**src/rtl/memtrace_lane_issuer_if.sv**
```systemverilog
// Bundle of trace-source and per-lane memory request/response signals.
// The issuer uses the master view; the trace source and memory model use the slave view.
interface memtrace_lane_issuer_if #(
    parameter int NUM_LANES     = 4,
    parameter int DATA_WIDTH    = 64,
    parameter int LOGSIZE_WIDTH = 8
);
    logic [63:0]                         trace_read_cycle;
    logic                                trace_read_ready;
    logic [NUM_LANES-1:0]                trace_read_valid;
    logic [DATA_WIDTH*NUM_LANES-1:0]     trace_read_address;
    logic [NUM_LANES-1:0]                trace_read_is_store;
    logic [LOGSIZE_WIDTH*NUM_LANES-1:0]  trace_read_size;
    logic [DATA_WIDTH*NUM_LANES-1:0]     trace_read_data;
    logic                                trace_read_finished;

    logic [NUM_LANES-1:0]                req_valid;
    logic [NUM_LANES-1:0]                req_ready;
    logic [DATA_WIDTH*NUM_LANES-1:0]     req_address;
    logic [NUM_LANES-1:0]                req_is_store;
    logic [LOGSIZE_WIDTH*NUM_LANES-1:0]  req_size;
    logic [DATA_WIDTH*NUM_LANES-1:0]     req_data;
    logic [NUM_LANES-1:0]                resp_valid;

    modport master (
        output trace_read_cycle, trace_read_ready,
        input  trace_read_valid, trace_read_address, trace_read_is_store,
        input  trace_read_size, trace_read_data, trace_read_finished,
        output req_valid, req_address, req_is_store, req_size, req_data,
        input  req_ready, resp_valid
    );

    modport slave (
        input  trace_read_cycle, trace_read_ready,
        output trace_read_valid, trace_read_address, trace_read_is_store,
        output trace_read_size, trace_read_data, trace_read_finished,
        input  req_valid, req_address, req_is_store, req_size, req_data,
        output req_ready, resp_valid
    );
endinterface

```
**src/rtl/memtrace_lane_issuer.sv**
```systemverilog
// Fetches one multi-lane trace line at a time, issues each valid lane as an
// independent request, counts outstanding traffic and flags completion.
module memtrace_lane_issuer #(
    parameter int NUM_LANES      = 4,
    parameter int DATA_WIDTH     = 64,
    parameter int LOGSIZE_WIDTH  = 8,
    parameter int INFLIGHT_WIDTH = 16
) (
    input  logic                      clock,
    input  logic                      reset,
    memtrace_lane_issuer_if.master    bus,
    output logic [INFLIGHT_WIDTH-1:0] inflight,
    output logic                      finished
);

    typedef enum logic [2:0] {
        S_FETCH   = 3'd0,
        S_CAPTURE = 3'd1,
        S_ISSUE   = 3'd2,
        S_DRAIN   = 3'd3,
        S_DONE    = 3'd4
    } state_t;

    // Two spare bits so the add/subtract never wraps before saturation.
    localparam int CW = INFLIGHT_WIDTH + 2;
    localparam logic [CW-1:0] INFL_MAX = {2'b00, {INFLIGHT_WIDTH{1'b1}}};

    state_t                      state_q, state_d;
    logic [63:0]                 cycle_q, cycle_d;
    logic [NUM_LANES-1:0]        pending_q, pending_d;
    logic                        src_done_q, src_done_d;
    logic [INFLIGHT_WIDTH-1:0]   inflight_q, inflight_d;
    logic                        finished_q, finished_d;

    logic                        ready_int;
    logic                        capture_en;
    logic [NUM_LANES-1:0]        req_valid_int;
    logic [NUM_LANES-1:0]        fire;
    logic [CW-1:0]               infl_sum;
    logic [CW-1:0]               infl_net;
    logic [CW-1:0]               resp_cnt;
    logic                        underflow;

    function automatic logic [CW-1:0] popcount(input logic [NUM_LANES-1:0] v);
        logic [CW-1:0] acc;
        acc = '0;
        for (int i = 0; i < NUM_LANES; i++) begin
            acc = acc + {{(CW-1){1'b0}}, v[i]};
        end
        return acc;
    endfunction

    assign capture_en    = (state_q == S_CAPTURE);
    assign req_valid_int = (state_q == S_ISSUE) ? pending_q : '0;
    assign fire          = req_valid_int & bus.req_ready;

    // Per-lane capture registers; fields are held while the lane is pending.
    generate
        for (genvar gi = 0; gi < NUM_LANES; gi++) begin : g_lane
            logic [DATA_WIDTH-1:0]    addr_q;
            logic [DATA_WIDTH-1:0]    data_q;
            logic [LOGSIZE_WIDTH-1:0] size_q;
            logic                     store_q;

            always_ff @(posedge clock or negedge reset) begin
                if (!reset) begin
                    addr_q  <= '0;
                    data_q  <= '0;
                    size_q  <= '0;
                    store_q <= 1'b0;
                end else if (capture_en) begin
                    addr_q  <= bus.trace_read_address[DATA_WIDTH*gi +: DATA_WIDTH];
                    data_q  <= bus.trace_read_data[DATA_WIDTH*gi +: DATA_WIDTH];
                    size_q  <= bus.trace_read_size[LOGSIZE_WIDTH*gi +: LOGSIZE_WIDTH];
                    store_q <= bus.trace_read_is_store[gi];
                end
            end

            assign bus.req_address[DATA_WIDTH*gi +: DATA_WIDTH]     = addr_q;
            assign bus.req_data[DATA_WIDTH*gi +: DATA_WIDTH]        = data_q;
            assign bus.req_size[LOGSIZE_WIDTH*gi +: LOGSIZE_WIDTH]  = size_q;
            assign bus.req_is_store[gi]                             = store_q;
        end
    endgenerate

    always_ff @(posedge clock or negedge reset) begin
        if (!reset) begin
            state_q    <= S_FETCH;
            cycle_q    <= '0;
            pending_q  <= '0;
            src_done_q <= 1'b0;
            inflight_q <= '0;
            finished_q <= 1'b0;
        end else begin
            state_q    <= state_d;
            cycle_q    <= cycle_d;
            pending_q  <= pending_d;
            src_done_q <= src_done_d;
            inflight_q <= inflight_d;
            finished_q <= finished_d;
        end
    end

    always_comb begin
        state_d    = state_q;
        cycle_d    = cycle_q;
        pending_d  = pending_q;
        src_done_d = src_done_q;
        finished_d = finished_q;
        ready_int  = 1'b0;
        case (state_q)
            S_FETCH: begin
                ready_int = 1'b1;
                cycle_d   = cycle_q + 64'd1;
                state_d   = S_CAPTURE;
            end
            S_CAPTURE: begin
                pending_d  = bus.trace_read_valid;
                src_done_d = src_done_q | bus.trace_read_finished;
                if (bus.trace_read_valid != '0) begin
                    state_d = S_ISSUE;
                end else if (bus.trace_read_finished) begin
                    state_d = S_DRAIN;
                end else begin
                    state_d = S_FETCH;
                end
            end
            S_ISSUE: begin
                pending_d = pending_q & ~fire;
                if (pending_d == '0) begin
                    state_d = src_done_q ? S_DRAIN : S_FETCH;
                end
            end
            S_DRAIN: begin
                if (inflight_q == '0) begin
                    finished_d = 1'b1;
                    state_d    = S_DONE;
                end
            end
            S_DONE: begin
                finished_d = 1'b1;
            end
            default: begin
                state_d = S_FETCH;
            end
        endcase
    end

    // Responses beyond what is outstanding are dropped rather than wrapping.
    always_comb begin
        infl_sum   = {2'b00, inflight_q} + popcount(fire);
        resp_cnt   = popcount(bus.resp_valid);
        underflow  = (infl_sum < resp_cnt);
        infl_net   = underflow ? '0 : (infl_sum - resp_cnt);
        inflight_d = (infl_net > INFL_MAX) ? {INFLIGHT_WIDTH{1'b1}}
                                           : infl_net[INFLIGHT_WIDTH-1:0];
    end

    assert property (@(posedge clock) disable iff (!reset) !underflow);

    // Ready is masked by reset so it is low for the whole time reset is held.
    assign bus.trace_read_ready = ready_int & reset;
    assign bus.trace_read_cycle = cycle_q;
    assign bus.req_valid        = req_valid_int;
    assign inflight             = inflight_q;
    assign finished             = finished_q;

endmodule

```
**src/flat_wrapper.sv**
```systemverilog
// flat-port wrapper written by rule: the top's interface ports become plain ports
module memtrace_lane_issuer_flat 
#(
    parameter int NUM_LANES      = 4,
    parameter int DATA_WIDTH     = 64,
    parameter int LOGSIZE_WIDTH  = 8,
    parameter int INFLIGHT_WIDTH = 16
)
  (clock, reset, inflight, finished, bus_trace_read_cycle, bus_trace_read_ready, bus_trace_read_valid, bus_trace_read_address, bus_trace_read_is_store, bus_trace_read_size, bus_trace_read_data, bus_trace_read_finished, bus_req_valid, bus_req_address, bus_req_is_store, bus_req_size, bus_req_data, bus_req_ready, bus_resp_valid);
  memtrace_lane_issuer_if #(.NUM_LANES(NUM_LANES), .DATA_WIDTH(DATA_WIDTH), .LOGSIZE_WIDTH(LOGSIZE_WIDTH)) bus_i ();
  input  logic clock;
  input  logic reset;
  output logic [INFLIGHT_WIDTH-1:0] inflight;
  output logic finished;
  output wire logic [$bits(bus_i.trace_read_cycle)-1:0] bus_trace_read_cycle;
  output wire logic [$bits(bus_i.trace_read_ready)-1:0] bus_trace_read_ready;
  input wire logic [$bits(bus_i.trace_read_valid)-1:0] bus_trace_read_valid;
  input wire logic [$bits(bus_i.trace_read_address)-1:0] bus_trace_read_address;
  input wire logic [$bits(bus_i.trace_read_is_store)-1:0] bus_trace_read_is_store;
  input wire logic [$bits(bus_i.trace_read_size)-1:0] bus_trace_read_size;
  input wire logic [$bits(bus_i.trace_read_data)-1:0] bus_trace_read_data;
  input wire logic [$bits(bus_i.trace_read_finished)-1:0] bus_trace_read_finished;
  output wire logic [$bits(bus_i.req_valid)-1:0] bus_req_valid;
  output wire logic [$bits(bus_i.req_address)-1:0] bus_req_address;
  output wire logic [$bits(bus_i.req_is_store)-1:0] bus_req_is_store;
  output wire logic [$bits(bus_i.req_size)-1:0] bus_req_size;
  output wire logic [$bits(bus_i.req_data)-1:0] bus_req_data;
  input wire logic [$bits(bus_i.req_ready)-1:0] bus_req_ready;
  input wire logic [$bits(bus_i.resp_valid)-1:0] bus_resp_valid;
  assign bus_trace_read_cycle = bus_i.trace_read_cycle;
  assign bus_trace_read_ready = bus_i.trace_read_ready;
  assign bus_i.trace_read_valid = bus_trace_read_valid;
  assign bus_i.trace_read_address = bus_trace_read_address;
  assign bus_i.trace_read_is_store = bus_trace_read_is_store;
  assign bus_i.trace_read_size = bus_trace_read_size;
  assign bus_i.trace_read_data = bus_trace_read_data;
  assign bus_i.trace_read_finished = bus_trace_read_finished;
  assign bus_req_valid = bus_i.req_valid;
  assign bus_req_address = bus_i.req_address;
  assign bus_req_is_store = bus_i.req_is_store;
  assign bus_req_size = bus_i.req_size;
  assign bus_req_data = bus_i.req_data;
  assign bus_i.req_ready = bus_req_ready;
  assign bus_i.resp_valid = bus_resp_valid;
  memtrace_lane_issuer #(.NUM_LANES(NUM_LANES), .DATA_WIDTH(DATA_WIDTH), .LOGSIZE_WIDTH(LOGSIZE_WIDTH), .INFLIGHT_WIDTH(INFLIGHT_WIDTH)) u_core (.clock(clock), .reset(reset), .bus(bus_i), .inflight(inflight), .finished(finished));
endmodule
```
**config.mk**
```make
export PLATFORM = sky130hd
export DESIGN_NAME = memtrace_lane_issuer_flat
export DESIGN_NICKNAME = d
export VERILOG_FILES = /design/src/rtl/memtrace_lane_issuer_if.sv /design/src/rtl/memtrace_lane_issuer.sv /design/src/flat_wrapper.sv
export SDC_FILE = /design/constraint.sdc
export NUM_CORES = 1
export LEC_CHECK = 0
export CAP_MARGIN = 0
export CORE_AREA = 2 2 461 463
export DETAILED_ROUTE_END_ITERATION = 8
export DIE_AREA = 0 0 463 465
export GPL_ROUTABILITY_DRIVEN = 0
export PLACE_DENSITY = 0.34
export SYNTH_ARGS = -nofsm -noshare
export SYNTH_HDL_FRONTEND = slang
export SYNTH_SLANG_ARGS = --single-unit
```
**constraint.sdc**
```tcl
create_clock -name clock -period 4.8 [get_ports clock]
set_clock_uncertainty 0.15 [all_clocks]
set_input_delay 1.44 -clock clock [delete_from_list [all_inputs] [get_ports clock]]
set_output_delay 1.44 -clock clock [all_outputs]
set_load 0.05 [all_outputs]
```
==> results of run 1 <==
==> layout by cell type (no fill, tap or decap), types with 13 or more instances in the layout <==
| master | count |
|---|---|
| clkdlybuf4s50_1 | 1191 |
| dfrtp_1 | 636 |
| mux2_2 | 549 |
| clkbuf_16 | 91 |
| buf_4 | 69 |
| xnor2_1 | 67 |
| nand2_1 | 37 |
| nand3_1 | 37 |
| diode_2 | 33 |
| clkbuf_1 | 22 |
| inv_1 | 21 |
| nor2_1 | 20 |
| clkbuf_8 | 20 |
| nand4_1 | 18 |
| and3_1 | 16 |
| xor2_1 | 16 |
| buf_12 | 13 |
==> report_power, final <==
group / total [mW] / switching (mW) / internal, mW / leakage (nW)
sequential: 9.52 / 1.61 / 7.90 / 7.60
clock: 6.88 / 2.84 / 4.04 / 1.45
combinational: 21.0 / 13.5 / 7.54 / 8.16
total: 37.4 / 17.9 / 19.5 / 17.2
==> flip-flops by register name, summed over array words and instances (netlist names) <==
name / flops
u_core.finished: 1
u_core.inflight: 16
u_core.g_lane.data_q: 256
u_core.pending_q: 4
u_core.g_lane.store_q: 4
u_core.g_lane.addr_q: 256
u_core.g_lane.size_q: 32
u_core.state_q: 3
u_core.src_done_q: 1
u_core.bus.trace_read_cycle: 64
==> worst max-delay path by stage <==
stage	slack [ns]	start	cells past startpoint	endpoint
2_1_floorplan	-0.39	bus_req_ready[1]	17	u_core.inflight[11]
6_report	0.08	bus_req_ready[1]	18	u_core.inflight[0]
3_5_place_dp	-1.02	bus_req_ready[1]	18	u_core.inflight[0]
5_1_grt	0.02	bus_req_ready[1]	18	u_core.inflight[8]
4_1_cts	0.03	bus_req_ready[2]	17	u_core.inflight[0]
3_3_place_gp	-1.05	bus_req_ready[1]	18	u_core.inflight[0]
==> layout make-up <==
class	instances	area [µm²]
antenna	33	82.6
clock buffer	132	2610
clock inverter	28	387
fill	22600	167000
inverter	22	82.6
multi-input combinational	911	8910
sequential	637	15900
tap	2821	3530
timing repair buffer	1278	12800
==> worst register-to-register path, cell delays in order, from the launching register on <==
cell and delay (ns):
dfrtp_1 0.40, nor2_4 0.16, and2_4 0.19, and3_4 0.20
ha_4 0.20, fa_1 0.51, ha_2 0.20, inv_2 0.04
fa_2 0.54, inv_1 0.05, ha_1 0.26, nor2b_1 0.13
o21a_1 0.22, a311oi_4 0.30, o31ai_4 0.14, nor3_2 0.26
a21oi_2 0.09, or2_4 0.27, clkbuf_16 0.17, o21ai_2 0.06
==> metal layers <==
| metal | track usage [%] | wire length, µm | vias to the layer above |
|---|---|---|---|
| li1 | - | - | 8504 |
| met1 | 14.0 | 53100 | 9640 |
| met2 | 21.8 | 69200 | 862 |
| met3 | 7.52 | 17400 | 277 |
| met4 | 4.56 | 5360 | 60 |
| met5 | 0 | 381 | - |
==> cells by family (layout without fill, tap and decap cells) <==
| group | after synthesis | after routing |
|---|---|---|
| other cells | 0 | 33 |
| buf+inv | 104 | 1460 |
| fa+ha+maj | 15 | 15 |
| compound gates | 66 | 66 |
| simple gates | 195 | 195 |
| flops | 637 | 637 |
| mux | 551 | 551 |
| xor+xnor | 84 | 84 |
==> timing repair <==
action,CTS,global route
gates cloned,0,1
setup endpoints to repair,16,16
buffers inserted,1,3
pin swaps,2,10
gates resized for setup,7,14
==> metrics by stage <==
| stage | util, % | setup WS, ns |
|---|---|---|
| floorplan | - | -0.388 |
| finish | 21.0 | 0.0759 |
| global route | 21.0 | 0.0242 |
| global placement | 19.5 | -1.05 |
| CTS | 20.9 | 0.0281 |
| detailed placement | 19.5 | -1.02 |
==> metrics.yaml, run 1 <==
timing:
  worst_pin_slew_ns: 0.959
  fin_crit_sh_pct: 98.4
  fmax_mhz: 212
  fin_crit_ns: 4.72
  rsz0062_at_grt: "false"
  hold_viol_final: 0
  fin_hold_ws_ns: 0.322
  finalSetupTns_ns: 0
  slew_headroom_pct: 36.1
  slew_violations: 0
  setup_violations: 0
placement:
  numPortBuffers: 1196
  placed_area_um2: 41100
  dp_cells: 5665
  dp_hpwl_um: 118000
cells_and_area:
  final_cells: 5862
  drive_gt1_share_pct: 27.4
  fin_area_um2: 44300
  syn2layout_area_growth_pct: 75.8
  fin_nets: 3517
routing:
  num_vias: 19300
  drc: 0
  dr.first_iter.drc_count: 783
  viasPerCell: 3.30
  wl_per_cell_um: 24.8
  routed_wl_um: 145000
  drt_first_pass_iters: 4
  antenna_left: 0
synthesis:
  yosysTopAreaCell: "dfrtp_1"
  ys_ff_latch: 637
  yosysWarnings: 0
  synth_ff_type: "dfrtp_1"
  syn_nets: 2230
  synthMuxAreaShare_pct: 24.6
  synth_compound_area_share_pct: 2.02
  synth_area_leaders: "dfrtp_1 63%, mux2_2 25%, xnor2_1 2.3%, clkbuf_1 0.86%, nand3_1 0.73%"
  yosys.area.top_type_share_pct: 63.2
  synthArstFlopShare_pct: 100
  syn_area_per_cell_um2: 15.3
  yosysSeqAreaShare_pct: 63.2
  netlist_instances: 1652
  syn_area_um2: 25200
  synth_cell_types: 69
  synth_edf_count: 0
  synth_fa_ha_area_share_pct: 0.864
  yosysMostFrequentCell: "dfrtp_1"
  synthSimpleGateAreaFrac_pct: 4.52
  ys_top_cells_by_count: "637 x dfrtp_1, 549 x mux2_2, 67 x xnor2_1, 58 x clkbuf_1"
  synth-xor-area-share_pct: 2.92
  synth_top_family_by_area: "multiplexers"
worst_setup_path:
  cp.arrival_ns: 5.21
  worst_ep_required_time_ns: 5.28
  path_max_fanout: 5
  cp-start-kind: "primary input"
  cp_slowest_cell: "fa_2"
  r2r_cells: 19
  path_cells: "clkbuf_2 -> and3_4 -> ha_4 -> fa_1 -> ha_2 -> inv_2 -> fa_2 -> inv_1 -> ha_1 -> nor2b_1 -> o21a_1 -> a311oi_4 -> o31ai_4 -> nor3_2 -> a21oi_2 -> or2_4 -> clkbuf_16 -> o21ai_2"
  worstSetupPathType: "primary input to flip-flop"
  r2r-end: "u_core.inflight[0]"
  end_kind: "flip-flop"
  path_delay_family: "adder cells"
  max_stage_delay_ns: 0.54
  critPathBufInv: 4
  rrSetupSlack_ns: 0.18
  reg2reg_from: "u_core.state_q[0]"
hold_path:
  hold_start: "u_core.finished"
  holdPathStages: 1
  hold_path.class: "flip-flop to flip-flop"
  min_to: "u_core.finished"
die:
  initial_core_util_pct: 12.0
  die_y_um: 465
  die-width_um: 463
  std_cell_rows: 169
  core_area_um2: 211000
  die_area_um2: 215000
  ioPinCount: 1197
global_route:
  grt_pass1_vias: 20600
  globalRouteTotalUtil_pct: 13.2
  antenna_found_initial: 106
  grt_max_degree: 123
  overflow: 0
  grt_pass1_wl_um: 195000
run_status:
  outcome: "complete, no violations"
clocking:
  cts-hold-fix-buffers: 0
  clockBufferDepth: 3
  clkSinkCount: 637
  clkLatencyLatePin_ns: 0.71
  htree_levels: 3
  cts_tree: "yes"
  cts_root_buffer: "clkbuf_16"
  cts_buffers: 89
  clkTransAtPathRegs_ns: 0.06
power_and_ir_drop:
  irDropWorstVdd_mv: 0.452
  total_power_mw: 37.4
  powerDensity_nw_per_um2: 844
  total_leakage_power_nw: 17.2
run:
  maxCapViolCount: 0
Power figures use the tool's default switching activity.
==> run 2, diff against run 1 <==
--- a/config.mk
+++ b/config.mk
@@ -6,11 +6,12 @@
 export NUM_CORES = 1
 export LEC_CHECK = 0
 export CAP_MARGIN = 0
-export CORE_AREA = 2 2 461 463
+export CORE_AREA = 2 2 469 471
+export CTS_BUF_LIST = sky130_fd_sc_hd__clkbuf_8
 export DETAILED_ROUTE_END_ITERATION = 8
-export DIE_AREA = 0 0 463 465
+export DIE_AREA = 0 0 471 473
 export GPL_ROUTABILITY_DRIVEN = 0
-export PLACE_DENSITY = 0.34
+export PLACE_DENSITY = 0.33
 export SYNTH_ARGS = -nofsm -noshare
 export SYNTH_HDL_FRONTEND = slang
 export SYNTH_SLANG_ARGS = --single-unit
==> constraint.sdc (replaced) <==
create_clock -name clock -period 4.8 [get_ports clock]
set_clock_uncertainty 0.15 [all_clocks]
set_input_delay 0.96 -clock clock [delete_from_list [all_inputs] [get_ports clock]]
set_output_delay 0.96 -clock clock [all_outputs]
set_load 0.05 [all_outputs]
==> metrics.yaml, run 2 (synthesized netlist as in run 1, its figures left out) <==
hold_path:
  hold_path.class: "flip-flop to flip-flop"
global_route:
  overflow: 0
  globalRouteTotalUtil_pct: 12.3
  grt_max_degree: 123
  grt_pass1_vias: 20400
  antenna_found_initial: 81
  grt_pass1_wl_um: 188000
clocking:
  cts_buffers: 141
  cts_root_buffer: "clkbuf_8"
  htree_levels: 4
  clkLatencyLatePin_ns: 0.89
  clkTransAtPathRegs_ns: 0.06
  clkSinkCount: 637
  clockBufferDepth: 3
  cts_tree: "yes"
cells_and_area:
  drive_gt1_share_pct: 27.9
  final_common_cell: "clkdlybuf4s50_1"
  syn2layout_area_growth_pct: 74.1
  fin_nets: 3564
  final_cell_mix: "1195 x clkdlybuf4s50_1, 637 x dfrtp_1, 549 x mux2_2"
worst_setup_path:
  worst_ep_required_time_ns: 5.41
  path_max_fanout: 6
  worstSetupPathType: "flip-flop to flip-flop"
  end_kind: "flip-flop"
  cp.arrival_ns: 5.23
  rrSetupSlack_ns: 0.18
  cp-start-kind: "flip-flop"
die:
  ioPinCount: 1197
  die_y_um: 473
  die-width_um: 471
  initial_core_util_pct: 11.5
  core_area_um2: 218000
  die_area_um2: 223000
  std_cell_rows: 172
timing:
  setup_violations: 0
  fin_crit_sh_pct: 96.2
  fin_hold_ws_ns: 0.329
  slew_violations: 0
  hold_viol_final: 0
  fmax_mhz: 217
  slew_headroom_pct: 33.6
  finalSetupTns_ns: 0
  fin_crit_ns: 4.62
  worst_pin_slew_ns: 0.995
run_status:
  outcome: "complete, no violations"
routing:
  viasPerCell: 3.24
  drt_first_pass_iters: 6
  routed_wl_um: 141000
  num_vias: 19300
  antenna_left: 0
  dr.first_iter.drc_count: 690
  wl_per_cell_um: 23.7
  drc: 0
power_and_ir_drop:
  total_leakage_power_nw: 17.2
  irDropWorstVdd_mv: 0.379
  total_power_mw: 36.4
  powerDensity_nw_per_um2: 829
run:
  maxCapViolCount: 0
placement:
  dp_hpwl_um: 113000
  numPortBuffers: 1196
[run 2: changes by cell type in the layout (fill, tap and decap cells not counted), moves of 4 or more]
| cell | delta |
|---|---|
| bufinv_16 | -4 |
| buf_4 | -6 |
| diode_2 | -10 |
| clkbuf_1 | -22 |
| clkbuf_16 | -90 |
| clkbuf_8 | +142 |
| inv_1 | +41 |
| clkdlybuf4s50_1 | +4 |
[run 2: what timing repair did]
action                     in CTS  in global routing
gates cloned                    0                  1
pin swaps                       1                 10
resized for setup               2                 15
hold buffers                    1                  0
hold endpoints to repair       34                  0
buffers inserted                0                  3
setup endpoints to repair      14                 16
[run 2: routing by layer]
| metal | wire (µm) | part of all wire [%] | global-route usage [%] | vias to the layer above |
|---|---|---|---|---|
| li1 | - | - | - | 8573 |
| met1 | 54000 | 38 | 13.6 | 9522 |
| met2 | 67300 | 48 | 20.5 | 950 |
| met3 | 15000 | 11 | 6.17 | 257 |
| met4 | 4510 | 3.2 | 4.11 | 24 |
| met5 | 154 | 0.11 | 0 | - |
[run 2: layout make-up]
type	count	area, µm²
Multi-Input combinational cell	911	8880
Inverter	22	82.6
Timing Repair Buffer	1273	12700
Tap cell	2871	3590
Sequential cell	637	15900
Fill cell	23700	174000
Antenna cell	23	57.6
Clock buffer	162	2230
Clock inverter	61	367
[run 2: report_power, final]
group	total [mW]	leakage, nW	switching (mW)	internal, mW
registers	9.56	7.60	1.65	7.91
logic	20.9	8.11	13.3	7.56
clock network	5.92	1.48	2.81	3.11
total	36.4	17.2	17.8	18.6
[run 2: worst paths after layout]
path / cells after the start / startpoint / end
setup / recovery: 20 / u_core.state_q[2] / u_core.inflight[6]
setup reg to reg: 20 / u_core.state_q[2] / u_core.inflight[6]
max in group asynchronous: 4 / reset / u_core.pending_q[2]
hold / removal: 1 / u_core.finished / u_core.finished
min in group asynchronous: 2 / reset / u_core.bus.trace_read_cycle[42]
hold reg to reg: 1 / u_core.finished / u_core.finished
[run 2: per-stage QoR]
step	util [%]	setup slack, ns	instance area [µm²]	instances
floorplan	-	0.0188	25200	1652
global placement	18.8	-0.688	41100	5709
detailed placement	18.8	-0.655	41100	5709
CTS	20.0	0.0000595	43700	5933
global route	20.1	-0.00523	43800	5948
finish	20.1	0.182	43900	5960
[run 2: worst max-delay path, stage by stage (launching register included)]
cell	delay, ns
dfrtp_1	0.41
nor2_4	0.13
and2_4	0.17
and3_4	0.19
ha_1	0.23
fa_1	0.49
ha_2	0.18
inv_1	0.06
fa_2	0.57
buf_4	0.12
fa_2	0.20
inv_1	0.07
a21oi_4	0.16
nand4_1	0.12
o22ai_2	0.19
or3b_4	0.41
buf_6	0.15
nor2_8	0.12
or2_4	0.17
clkbuf_16	0.16
o21ai_2	0.05
==> run 3, diff against run 2 <==
--- a/config.mk
+++ b/config.mk
@@ -5,13 +5,15 @@
 export SDC_FILE = /design/constraint.sdc
 export NUM_CORES = 1
 export LEC_CHECK = 0
+export ABC_AREA = 1
 export CAP_MARGIN = 0
-export CORE_AREA = 2 2 469 471
+export CORE_AREA = 2 2 462 464
 export CTS_BUF_LIST = sky130_fd_sc_hd__clkbuf_8
+export CTS_CLUSTER_SIZE = 40
 export DETAILED_ROUTE_END_ITERATION = 8
-export DIE_AREA = 0 0 471 473
+export DIE_AREA = 0 0 464 466
 export GPL_ROUTABILITY_DRIVEN = 0
-export PLACE_DENSITY = 0.33
+export PLACE_DENSITY = 0.34
 export SYNTH_ARGS = -nofsm -noshare
 export SYNTH_HDL_FRONTEND = slang
 export SYNTH_SLANG_ARGS = --single-unit
==> metrics.yaml, run 3 <==
hold_path:
  hold_path.class: "flip-flop to flip-flop"
  hold_start: "u_core.g_lane[0].data_q[4]"
  min_to: "u_core.g_lane[0].data_q[4]"
  holdPathStages: 2
worst_setup_path:
  rrSetupSlack_ns: 0.34
  end_kind: "flip-flop"
  r2r_cells: 19
  worstSetupPathType: "flip-flop to flip-flop"
  reg2reg_from: "u_core.state_q[2]"
  cp-start-kind: "flip-flop"
  path_max_fanout: 7
  cp.arrival_ns: 5.06
  worst_ep_required_time_ns: 5.40
  r2r-end: "u_core.inflight[13]"
global_route:
  grt_use_met2_pct: 22.9
  use_met1_pct: 17.2
  overflow: 0
  grt_pass1_vias: 26900
  grt_pass1_wl_um: 220000
  grt_busiest_layer: "met2"
  grt_max_degree: 181
  antenna_found_initial: 94
  grt_use_met3_pct: 6.48
  globalRouteTotalUtil_pct: 14.4
synthesis:
  synth_ff_type: "dfrtp_1"
  syn_nets: 3782
  synth_edf_count: 0
  synth_cell_types: 39
  syn_area_um2: 26700
  synthArstFlopShare_pct: 100
  yosys.area.top_type_share_pct: 59.8
  ys_top_cells_by_count: "1867 x nand2_1, 637 x dfrtp_1, 126 x inv_1, 106 x clkbuf_1, 100 x nor2_1"
  yosysTopAreaCell: "dfrtp_1"
  netlist_instances: 3204
  yosysWarnings: 0
  syn_area_per_cell_um2: 8.32
  synth_area_leaders: "dfrtp_1 60%, nand2_1 26%, inv_1 1.8%, clkbuf_1 1.5%, nand3_1 1.4%"
  ys_ff_latch: 637
  yosysMostFrequentCell: "nand2_1"
  yosysSeqAreaShare_pct: 59.8
clocking:
  cts_buffers: 141
  clkLatencyLatePin_ns: 0.90
  htree_levels: 4
  clockBufferDepth: 3
  clkSinkCount: 637
  cts_tree: "yes"
  clkTransAtPathRegs_ns: 0.05
  cts_root_buffer: "clkbuf_8"
die:
  ioPinCount: 1197
  initial_core_util_pct: 12.6
  core_area_um2: 211000
  std_cell_rows: 169
  die-width_um: 464
  die_y_um: 466
  die_area_um2: 216000
run_status:
  outcome: "complete, no violations"
routing:
  dr.first_iter.drc_count: 1674
  drt_first_pass_iters: 5
  num_vias: 26100
  antenna_left: 0
  viasPerCell: 3.52
  wl_per_cell_um: 21.7
  drc: 0
  routed_wl_um: 161000
timing:
  rsz0062_at_grt: "false"
  fin_crit_ns: 4.46
  fin_hold_ws_ns: 0.313
  finalSetupTns_ns: 0
  slew_violations: 0
  fin_crit_sh_pct: 92.9
  hold_viol_final: 0
  worst_pin_slew_ns: 1.26
  slew_headroom_pct: 15.8
  fmax_mhz: 224
  setup_violations: 0
cells_and_area:
  fin_nets: 5046
  final_cell_mix: "1867 x nand2_1, 1195 x clkdlybuf4s50_1, 637 x dfrtp_1"
  drive_gt1_share_pct: 7.09
  syn2layout_area_growth_pct: 69.3
  final_common_cell: "nand2_1"
placement:
  numPortBuffers: 1196
  dp_hpwl_um: 126000
power_and_ir_drop:
  total_leakage_power_nw: 21.0
  irDropWorstVdd_mv: 0.430
  powerDensity_nw_per_um2: 801
run:
  maxCapViolCount: 0
run 3: logic make-up after synthesis:
| family | share of synthesized area [%] |
|---|---|
| simple gates | 32.7 |
| buf+inv | 3.97 |
| flops | 59.8 |
| compound gates | 0.882 |
| xor+xnor | 1.84 |
| fa+ha+maj | 0.816 |
run 3: area by class of cell:
type | count | area, µm²
clock inverter | 77 | 537
sequential | 637 | 15900
inverter | 132 | 503
tap | 2821 | 3530
fill | 23400 | 166000
timing repair buffer | 1256 | 12600
clock buffer | 169 | 2330
antenna | 22 | 55.1
multi-input combinational | 2300 | 9690
run 3: worst max path at each step:
stage	endpoint	from	cells past startpoint
floorplan	u_core.inflight[6]	bus_req_ready[0]	17
global placement	u_core.inflight[13]	bus_req_ready[1]	18
detailed placement	u_core.inflight[13]	bus_req_ready[1]	18
CTS	u_core.inflight[13]	u_core.state_q[2]	19
global route	u_core.inflight[13]	u_core.state_q[0]	19
finish	u_core.inflight[13]	u_core.state_q[2]	19
run 3: per-stage QoR:
| stage | worst slack, ns | area, µm² | utilization, % | total power, mW | instances |
|---|---|---|---|---|---|
| after floorplan | 0.450 | 26700 | - | 21.5 | 3204 |
| after global placement | -0.504 | 42200 | 20.0 | 30.2 | 7145 |
| after detailed placement | -0.515 | 42200 | 20.0 | 30.2 | 7145 |
| after CTS | 0.207 | 45100 | 21.3 | 37.0 | 7392 |
| after global routing | 0.0482 | 45100 | 21.4 | 38.4 | 7400 |
| final | 0.339 | 45100 | 21.4 | 36.1 | 7414 |
run 3: worst max-delay path: stages (launching register included):
cell	delay, ns
dfrtp_1	0.41
inv_1	0.09
nand3_1	0.18
nor3b_1	0.25
ha_1	0.29
fa_1	0.52
ha_1	0.18
inv_1	0.06
fa_1	0.41
xnor2_2	0.17
ha_1	0.32
a21oi_1	0.20
nand3_1	0.14
nor2_2	0.14
nand3_2	0.16
nor2_4	0.17
nand3_4	0.13
buf_4	0.19
nand3_1	0.09
nand3_1	0.08
run 3: repair_timing:
item,in CTS,in global routing
hold buffers,1,0
endpoints found under the hold margin,17,0
buffers inserted,0,0
gates resized for setup,0,3
endpoints found under the setup margin,0,16
run 3: layer usage:
layer	part of all wire [%]	vias up	routed length, µm
met5	0.19	-	308
met4	3.1	48	4930
met3	10	308	16100
met2	46	1061	73700
met1	41	12300	65600
li1	-	12400	-
run 3: where the power goes:
group,internal (mW),switching (mW),total [mW]
logic,5.97,14.5,20.4
registers,7.80,1.54,9.34
clock network,3.47,2.91,6.38
